### config.mk
export PLATFORM = sky130hd
export DESIGN_NAME = adc_scan_scheduler
export DESIGN_NICKNAME = d
export VERILOG_FILES = /design/src/rtl/adc_scan_scheduler_pkg.sv /design/src/rtl/adc_scan_scheduler_next_channel_sel.sv /design/src/rtl/adc_scan_scheduler.sv
export SDC_FILE = /design/constraint.sdc
export NUM_CORES = 1
export LEC_CHECK = 0
export BUFFER_PORTS_ARGS = -buffer_cell sky130_fd_sc_hd__buf_4
export CORE_ASPECT_RATIO = 0.9
export CORE_UTILIZATION = 60
export CTS_CLUSTER_DIAMETER = 50
export DETAILED_ROUTE_END_ITERATION = 12
export GPL_TIMING_DRIVEN = 0
export PLACE_DENSITY = 0.79
export SLEW_MARGIN = 20
export SYNTH_ARGS = -nofsm -noshare
export SYNTH_HDL_FRONTEND = slang
export SYNTH_HIERARCHICAL = 1
export SYNTH_SLANG_ARGS = --single-unit
### constraint.sdc
create_clock -name clk -period 2.66 [get_ports clk]
set_input_delay 0.399 -clock clk [delete_from_list [all_inputs] [get_ports clk]]
set_output_delay 0.399 -clock clk [all_outputs]
set_load 0.05 [all_outputs]
### src/rtl/adc_scan_scheduler_pkg.sv
// adc_scan_scheduler_pkg: shared sizes, FSM encoding and a lowest-channel helper
// for the ADC scan scheduler.
package adc_scan_scheduler_pkg;

    localparam int CH_NUM = 8;
    localparam int ADC_W  = 12;
    localparam int ADDR_W = 3;

    typedef enum logic [2:0] {
        IDLE,
        ISSUE,
        WAIT_BUSY,
        WAIT_DONE,
        STORE,
        GAP
    } state_e;

    function automatic logic [ADDR_W-1:0] first_ch(input logic [CH_NUM-1:0] mask);
        first_ch = '0;
        for (int i = CH_NUM - 1; i >= 0; i--)
            if (mask[i]) first_ch = ADDR_W'(i);
    endfunction

endpackage

### src/rtl/adc_scan_scheduler_next_channel_sel.sv
// adc_scan_scheduler_next_channel_sel: finds the next higher enabled channel
// above cur_i and flags when no enabled channel remains in the scan.
module adc_scan_scheduler_next_channel_sel
    import adc_scan_scheduler_pkg::*;
(
    input  logic [CH_NUM-1:0] mask_i,
    input  logic [ADDR_W-1:0] cur_i,
    output logic [ADDR_W-1:0] next_o,
    output logic              none_left_o
);

    always_comb begin
        next_o      = '0;
        none_left_o = 1'b1;
        for (int i = CH_NUM - 1; i >= 0; i--)
            if (mask_i[i] && ADDR_W'(i) > cur_i) begin
                next_o      = ADDR_W'(i);
                none_left_o = 1'b0;
            end
    end

endmodule

### src/rtl/adc_scan_scheduler.sv
// adc_scan_scheduler: scans the enabled ADC channels in ascending order, stores
// each conversion in a register table and flags BUSY handshake timeouts.
module adc_scan_scheduler
    import adc_scan_scheduler_pkg::*;
#(
    parameter int SCAN_GAP     = 1000,
    parameter int BUSY_TIMEOUT = 16
) (
    input  logic              clk,
    input  logic              rst,
    input  logic              run,
    input  logic [CH_NUM-1:0] ch_mask,
    output logic              adc_start,
    output logic [ADDR_W-1:0] adc_addr,
    input  logic              adc_busy,
    input  logic [ADC_W-1:0]  adc_data,
    input  logic [ADDR_W-1:0] rd_addr,
    output logic [ADC_W-1:0]  rd_data,
    output logic              rd_valid,
    output logic              scan_done,
    output logic              timeout_err
);

    localparam int TW = $clog2(BUSY_TIMEOUT + 2);
    localparam int GW = $clog2(SCAN_GAP + 2);

    state_e            state_q, state_d, adv_state;
    logic [ADDR_W-1:0] addr_q, addr_d, next_ch;
    logic [CH_NUM-1:0] mask_q, mask_d, valid_q;
    logic [TW-1:0]     tmo_q, tmo_d;
    logic [GW-1:0]     gap_q, gap_d;
    logic [ADC_W-1:0]  data_q, data_d;
    logic [ADC_W-1:0]  res_q [CH_NUM];
    logic              done_q, done_d, err_q, err_d;
    logic              none_left, tmo_hit, gap_hit, timed_out, advance, launch;

    adc_scan_scheduler_next_channel_sel u_next (
        .mask_i     (mask_q),
        .cur_i      (addr_q),
        .next_o     (next_ch),
        .none_left_o(none_left)
    );

    assign tmo_hit   = int'(tmo_q) + 1 >= BUSY_TIMEOUT;
    assign gap_hit   = int'(gap_q) + 1 >= SCAN_GAP;
    assign timed_out = state_q == WAIT_BUSY && !adc_busy && tmo_hit;
    assign advance   = timed_out || state_q == STORE;
    assign launch    = state_q == IDLE && run && ch_mask != '0;
    // Dropping run ends the scan quietly once the in-flight channel retires.
    assign adv_state = !run ? IDLE : (none_left ? GAP : ISSUE);

    always_ff @(posedge clk or negedge rst) begin
        if (!rst) state_q <= IDLE;
        else      state_q <= state_d;
    end

    always_comb begin
        state_d = state_q;
        case (state_q)
            IDLE:      state_d = launch ? ISSUE : IDLE;
            ISSUE:     state_d = WAIT_BUSY;
            WAIT_BUSY: state_d = adc_busy ? WAIT_DONE : (tmo_hit ? adv_state : WAIT_BUSY);
            WAIT_DONE: state_d = adc_busy ? WAIT_DONE : STORE;
            STORE:     state_d = adv_state;
            GAP:       state_d = gap_hit ? IDLE : GAP;
            default:   state_d = IDLE;
        endcase
    end

    always_comb begin
        mask_d = launch ? ch_mask : mask_q;
        addr_d = launch ? first_ch(ch_mask) : (advance && run && !none_left) ? next_ch : addr_q;
        tmo_d  = state_q == WAIT_BUSY ? tmo_q + 1'b1 : '0;
        gap_d  = state_q == GAP ? gap_q + 1'b1 : '0;
        data_d = (state_q == WAIT_DONE && !adc_busy) ? adc_data : data_q;
        done_d = advance && run && none_left;
        err_d  = err_q || timed_out;
    end

    always_ff @(posedge clk or negedge rst) begin
        if (!rst) begin
            addr_q  <= '0;
            mask_q  <= '0;
            tmo_q   <= '0;
            gap_q   <= '0;
            data_q  <= '0;
            done_q  <= 1'b0;
            err_q   <= 1'b0;
            valid_q <= '0;
            for (int i = 0; i < CH_NUM; i++) res_q[i] <= '0;
        end else begin
            addr_q <= addr_d;
            mask_q <= mask_d;
            tmo_q  <= tmo_d;
            gap_q  <= gap_d;
            data_q <= data_d;
            done_q <= done_d;
            err_q  <= err_d;
            if (state_q == STORE) begin
                res_q[addr_q]   <= data_q;
                valid_q[addr_q] <= 1'b1;
            end
        end
    end

    always_comb begin
        adc_start   = state_q == ISSUE;
        adc_addr    = addr_q;
        scan_done   = done_q;
        timeout_err = err_q;
        rd_data     = res_q[rd_addr];
        rd_valid    = valid_q[rd_addr];
    end

endmodule

==> results of run 1 <==
## registers in the layout, summed over array words and instances, names as in the netlist, 3 cells and up
register / cells
res_q: 96
data_q: 12
gap_q: 10
valid_q: 8
mask_q: 7
tmo_q: 5
adc_addr: 3
state_q: 3
## per-layer routing
metal  vias to the layer above  track usage, %  share of wire (%)
li1                       1902               -                  -
met1                      2190           37.21                 47
met2                        88           39.35                 48
met3                         9           6.643                4.4
met4                         0           9.291               0.81
met5                         -               0                  0
## metrics by stage
step	setup slack [ns]	hold WS, ns	cell area, um^2	power [uW]	util, %
4_1_cts	0.01914	0.2026	7878	8124	72.27
2_1_floorplan	0.2181	0.1034	6780	5216	-
3_5_place_dp	-0.2467	0.3303	7328	5916	67.23
5_1_grt	0.07691	0.2050	7900	8527	72.47
3_3_place_gp	-0.2170	0.4438	7293	5750	66.91
6_report	0.1474	0.2147	7900	8104	72.47
## path summary, 6_finish.rpt
kind	end	slack, ns	cells past startpoint
min in group asynchronous	mask_q[3]$_DFFE_PN0P_	0.48	2
setup / recovery	rd_data[0]	0.15	5
hold / removal	data_q[8]$_DFFE_PN0P_	0.21	2
max in group asynchronous	res_q[32]$_DFFE_PN0P_	1.41	3
setup reg to reg	data_q[5]$_DFFE_PN0P_	0.28	3
hold reg to reg	timeout_err$_DFF_PN0_	0.47	1
## final cells by class
type / instances / area (um^2) / area share [%]
Multi-Input combinational cell: 304 / 2995 / 37.92
Tap cell: 152 / 190.2 / 2.407
Clock buffer: 23 / 478.0 / 6.050
Timing Repair Buffer: 45 / 367.9 / 4.656
Sequential cell: 146 / 3654 / 46.25
Inverter: 7 / 26.28 / 0.3326
Buffer: 26 / 131.4 / 1.663
Clock inverter: 6 / 57.56 / 0.7285
## worst max-delay path: cells and delay by family
family                 cells  cell delay (ns)
buffers and inverters      3             1.04
multiplexers               2             0.67
## report_power, final
group | internal (uW) | switching [uW]
registers | 2940 | 641
logic | 1250 | 1100
clock network | 1340 | 838
total | 5530 | 2580
## what timing repair did
action                     CTS  global route
resized for setup            3             4
hold endpoints to repair    51             0
setup endpoints to repair   13            33
hold buffers                 1             0
==> results.toml, run 1 <==
[clock_tree]
cts_setup_buffers = 0
ctsHtreeMaxLevel = 4
clk_latency_ns = 0.42
cts-buffers-inserted = 17
cts.sinks = 146
path_clk_slew_ns = 0.05
tritoncts = "built"
root_buffer = "clkbuf_16"
cts.path.max_buffers = 2

[synthesis]
syn_inst = 483
syn_area_per_cell_um2 = 14.04
syn_nets = 512
mappedNetlistArea_um2 = 6780
yosys_warnings = 6

[global_routing]
grt_pass1_wl_mm = 22.29
grt_start_max_net_pins = 96
gr-total-overflow = 0
first_global_vias = 4160
grt_use_total_pct = 26.07
antenna_found_initial = 0

[sta]
worst_clock_skew_ns = 0.005798
grt_setup_unrepaired = "false"
slew_headroom_pct = 42.71
period_minus_slack_ns = 2.513
worstMarginPinSlew_ns = 0.8594
tns_ns = 0
finalSetupViolCount = 0
maxSlewViolCount = 0
finalCritPeriodShare_pct = 94.46
final_hold_viol_count = 0
clock.fmax_mhz = 398.0

[setup_path]
crit_arrival_ns = 2.11
slowest_delay_ns = 0.45
end_kind = "output port"
crit_chain = "clkbuf_1 -> clkbuf_2 -> mux4_2 -> mux2_2 -> buf_4"
startpoint = "rd_addr[1]"
cp_max_fo = 10
worstPathRequired_ns = 2.26
cp-start-kind = "input pin"
crit_type = "in2out"
crit_slowest_cell = "clkbuf_2"
reg2reg_from = "state_q[0]$_DFF_PN0_"

[min_path]
hp-start = "adc_data[8]"
holdCritPathClass = "in2reg"

[drt]
viasPerCell = 5.908
initialDrtViolationCount = 189
ant_nets = 0
wirelength_mm = 13.92
drt-wirelength-per-cell_um = 19.63
via_count = 4189
drc = 0
first_pass_iters = 4

[power_and_ir_drop]
p_leak_uw = 0.003762
powerDensity_nw_per_um2 = 1026
ir_drop_uv = 544.0

[cells_and_area]
fin_cells = 709
fill_cells = 732
drive_above_1_share_pct = 44.88
diodes = 0
final_common_cell = "dfrtp_1"
area_delta_synth_final_pct = 16.52
mostFrequentLayoutCells = "dfrtp_1 (146), mux2_2 (128), buf_4 (43), mux4_2 (26), nor2_1 (26)"
fin_nets = 576

[die]
core_area_um2 = 10900
die_area_um2 = 11730
dieHeight_um = 102.9
initial_core_util_pct = 62.20
num_rows = 36
ios = 46
fp.dieW_um = 114.1

[run_status]
status = "completed"

[placement]
portBuffers = 43
place_inst = 679
dpl.hpwl_mm = 8.971
finalWeightedCongestion = 0.8314

[job]
drv_cap = 0
(Power assumes the default switching activity.)
==> run 2: changes to the inputs <==
--- a/config.mk
+++ b/config.mk
@@ -15,5 +15,4 @@
 export SLEW_MARGIN = 20
 export SYNTH_ARGS = -nofsm -noshare
 export SYNTH_HDL_FRONTEND = slang
-export SYNTH_HIERARCHICAL = 1
 export SYNTH_SLANG_ARGS = --single-unit
==> results.toml, run 2 <==
[run_status]
status = "completed"

[synthesis]
synthFlopType = "dfrtp_1"
ys_top_cells_by_area = "dfrtp_1 (54%), mux2_2 (21%), mux4_2 (8.7%)"
async_flop_share_pct = 100.0
syn_inst = 476
yosysUniqueCellTypes = 46
yosys_warnings = 0
syn_nets = 505
mappedNetlistArea_um2 = 6714
synth.top_cell.area_share_pct = 54.42
synth-edff-count = 0
yosysTopAreaCell = "dfrtp_1"
synth_seq_cells = 146
synth_most_common_cell = "dfrtp_1"
yosysSeqAreaShare_pct = 54.42
synth_common_cells = "dfrtp_1 (146), mux2_2 (128), nor2_1 (34)"
syn_area_per_cell_um2 = 14.10

[sta]
period_minus_slack_ns = 2.544
maxSlewViolCount = 0
finalCritPeriodShare_pct = 95.65
finalSetupViolCount = 0
worst_clock_skew_ns = 0.01068
clock.fmax_mhz = 393.0
grt_setup_unrepaired = "false"
final_hold_viol_count = 0
worstMarginPinSlew_ns = 0.7845
slew_headroom_pct = 47.70

[die]
ios = 46
dieHeight_um = 102.4
die_area_um2 = 11620
num_rows = 36
fp.dieW_um = 113.5
initial_core_util_pct = 61.85
core_area_um2 = 10860

[setup_path]
cp-start-kind = "input pin"
crit_arrival_ns = 2.15
worstPathRequired_ns = 2.26
slowest_delay_ns = 0.60
end_kind = "output port"
r2r_cells = 6
crit_top_cell = "buf_2"
worst-path-stages = 5
cp_max_fo = 10
crit_family = "multiplexers"
critPathBufInv = 3
crit_chain = "buf_2 -> buf_2 -> mux4_2 -> mux2_2 -> buf_4"
crit_type = "in2out"
crit_slowest_cell = "mux4_2"

[placement]
postPlaceCellArea_um2 = 7262
finalWeightedCongestion = 0.8095
portBuffers = 43
dpl.hpwl_mm = 8.973

[job]
drv_cap = 0

[clock_tree]
root_buffer = "clkbuf_16"
cts.path.max_buffers = 2
ctsHtreeMaxLevel = 4
cts-buffers-inserted = 17
cts_setup_buffers = 0
cts.sinks = 146
path_clk_slew_ns = 0.06
clk_latency_ns = 0.42
tritoncts = "built"

[cells_and_area]
area_delta_synth_final_pct = 17.03
utilization_pct = 72.38
drive_above_1_share_pct = 45.75
fin_area_um2 = 7858
regMostFlops = "res_q"
diodes = 0
final_common_cell = "dfrtp_1"
mostFrequentLayoutCells = "dfrtp_1 (146), mux2_2 (128), buf_4 (45), nor2_1 (34), mux4_2 (26)"
reg_top3 = "res_q x96, data_q x12, gap_q x10"
fin_nets = 569
fill_cells = 727
largest_reg_flops = 96

[drt]
wirelength_mm = 13.76
ant_nets = 0
drt-wirelength-per-cell_um = 19.52
initialDrtViolationCount = 217
drc = 0
viasPerCell = 5.816
via_count = 4100
first_pass_iters = 4

[power_and_ir_drop]
p_leak_uw = 0.003761
powerDensity_nw_per_um2 = 1041
ir_drop_uv = 590.1

[min_path]
holdCritPathClass = "in2reg"
hold_depth = 2

[global_routing]
antenna_found_initial = 0
grt_use_total_pct = 26.44
grt_pass1_wl_mm = 22.51
first_global_vias = 4310
gr-total-overflow = 0
grt_start_max_net_pins = 81
run 2: path summary, 6_finish.rpt:
path	from	slack, ns	endpoint
min in group asynchronous	rst	0.52	mask_q[7]$_DFFE_PN0P_
min reg2reg	timeout_err$_DFF_PN0_	0.46	timeout_err$_DFF_PN0_
max reg2reg	tmo_q[0]$_DFF_PN0_	0.53	adc_addr[0]$_DFFE_PN0P_
max	rd_addr[0]	0.12	rd_data[7]
max in group asynchronous	rst	1.40	res_q[20]$_DFFE_PN0P_
min	adc_data[9]	0.21	data_q[9]$_DFFE_PN0P_
run 2: through the flow:
stage / power (uW) / hold WS [ns] / TNS, ns / setup slack [ns] / instances
6_report: 8180 / 0.2067 / 0 / 0.1157 / 705
5_1_grt: 8603 / 0.1905 / 0 / 0.002617 / 705
4_1_cts: 8217 / 0.1833 / 0 / 0.07751 / 705
3_5_place_dp: 5838 / 0.3753 / -0.4191 / -0.06700 / 672
3_3_place_gp: 5667 / 0.4405 / -0.1923 / -0.04585 / 671
2_1_floorplan: 5143 / 0.1034 / 0 / 0.4191 / 476
run 2: final cells by class:
type	count	area (um^2)	area share (%)
clock inverter	9	105.1	1.338
buffer	23	117.6	1.497
sequential	146	3654	46.50
multi-input combinational	301	2923	37.20
clock buffer	23	478.0	6.083
inverter	6	22.52	0.2866
tap	152	190.2	2.420
timing repair buffer	45	367.9	4.682
run 2: logic make-up (layout without fill, tap and decap cells):
family                   Yosys count  in the layout  share of synthesized area [%]
buffers and inverters             29            106                          2.050
flip-flops                       146            146                          54.42
multiplexers                     155            155                          30.34
XOR/XNOR                          12             12                          1.565
AND/OR/NAND/NOR                   95             95                          7.342
AO/OA/AOI/OAI                     37             37                          3.914
adder cells (fa/ha/maj)            2              2                         0.3727
run 2: where the power goes:
part | switching, uW | total, uW | internal (uW)
registers | 598 | 3540 | 2940
logic | 1110 | 2300 | 1180
clock network | 895 | 2340 | 1450
total | 2610 | 8180 | 5570
run 2: metal layers:
layer | vias up | part of all wire, % | GRT usage (%)
met2 | 68 | 51 | 42.40
met4 | 0 | 0.72 | 10.83
li1 | 1880 | - | -
met1 | 2142 | 45 | 35.67
met5 | - | 0 | 0
met3 | 10 | 3.2 | 5.635
run 2: repair_timing:
item / in CTS / in global routing
gates resized for setup: 2 / 0
endpoints found under the setup margin: 12 / 0
hold buffers: 1 / 0
endpoints found under the hold margin: 66 / 0
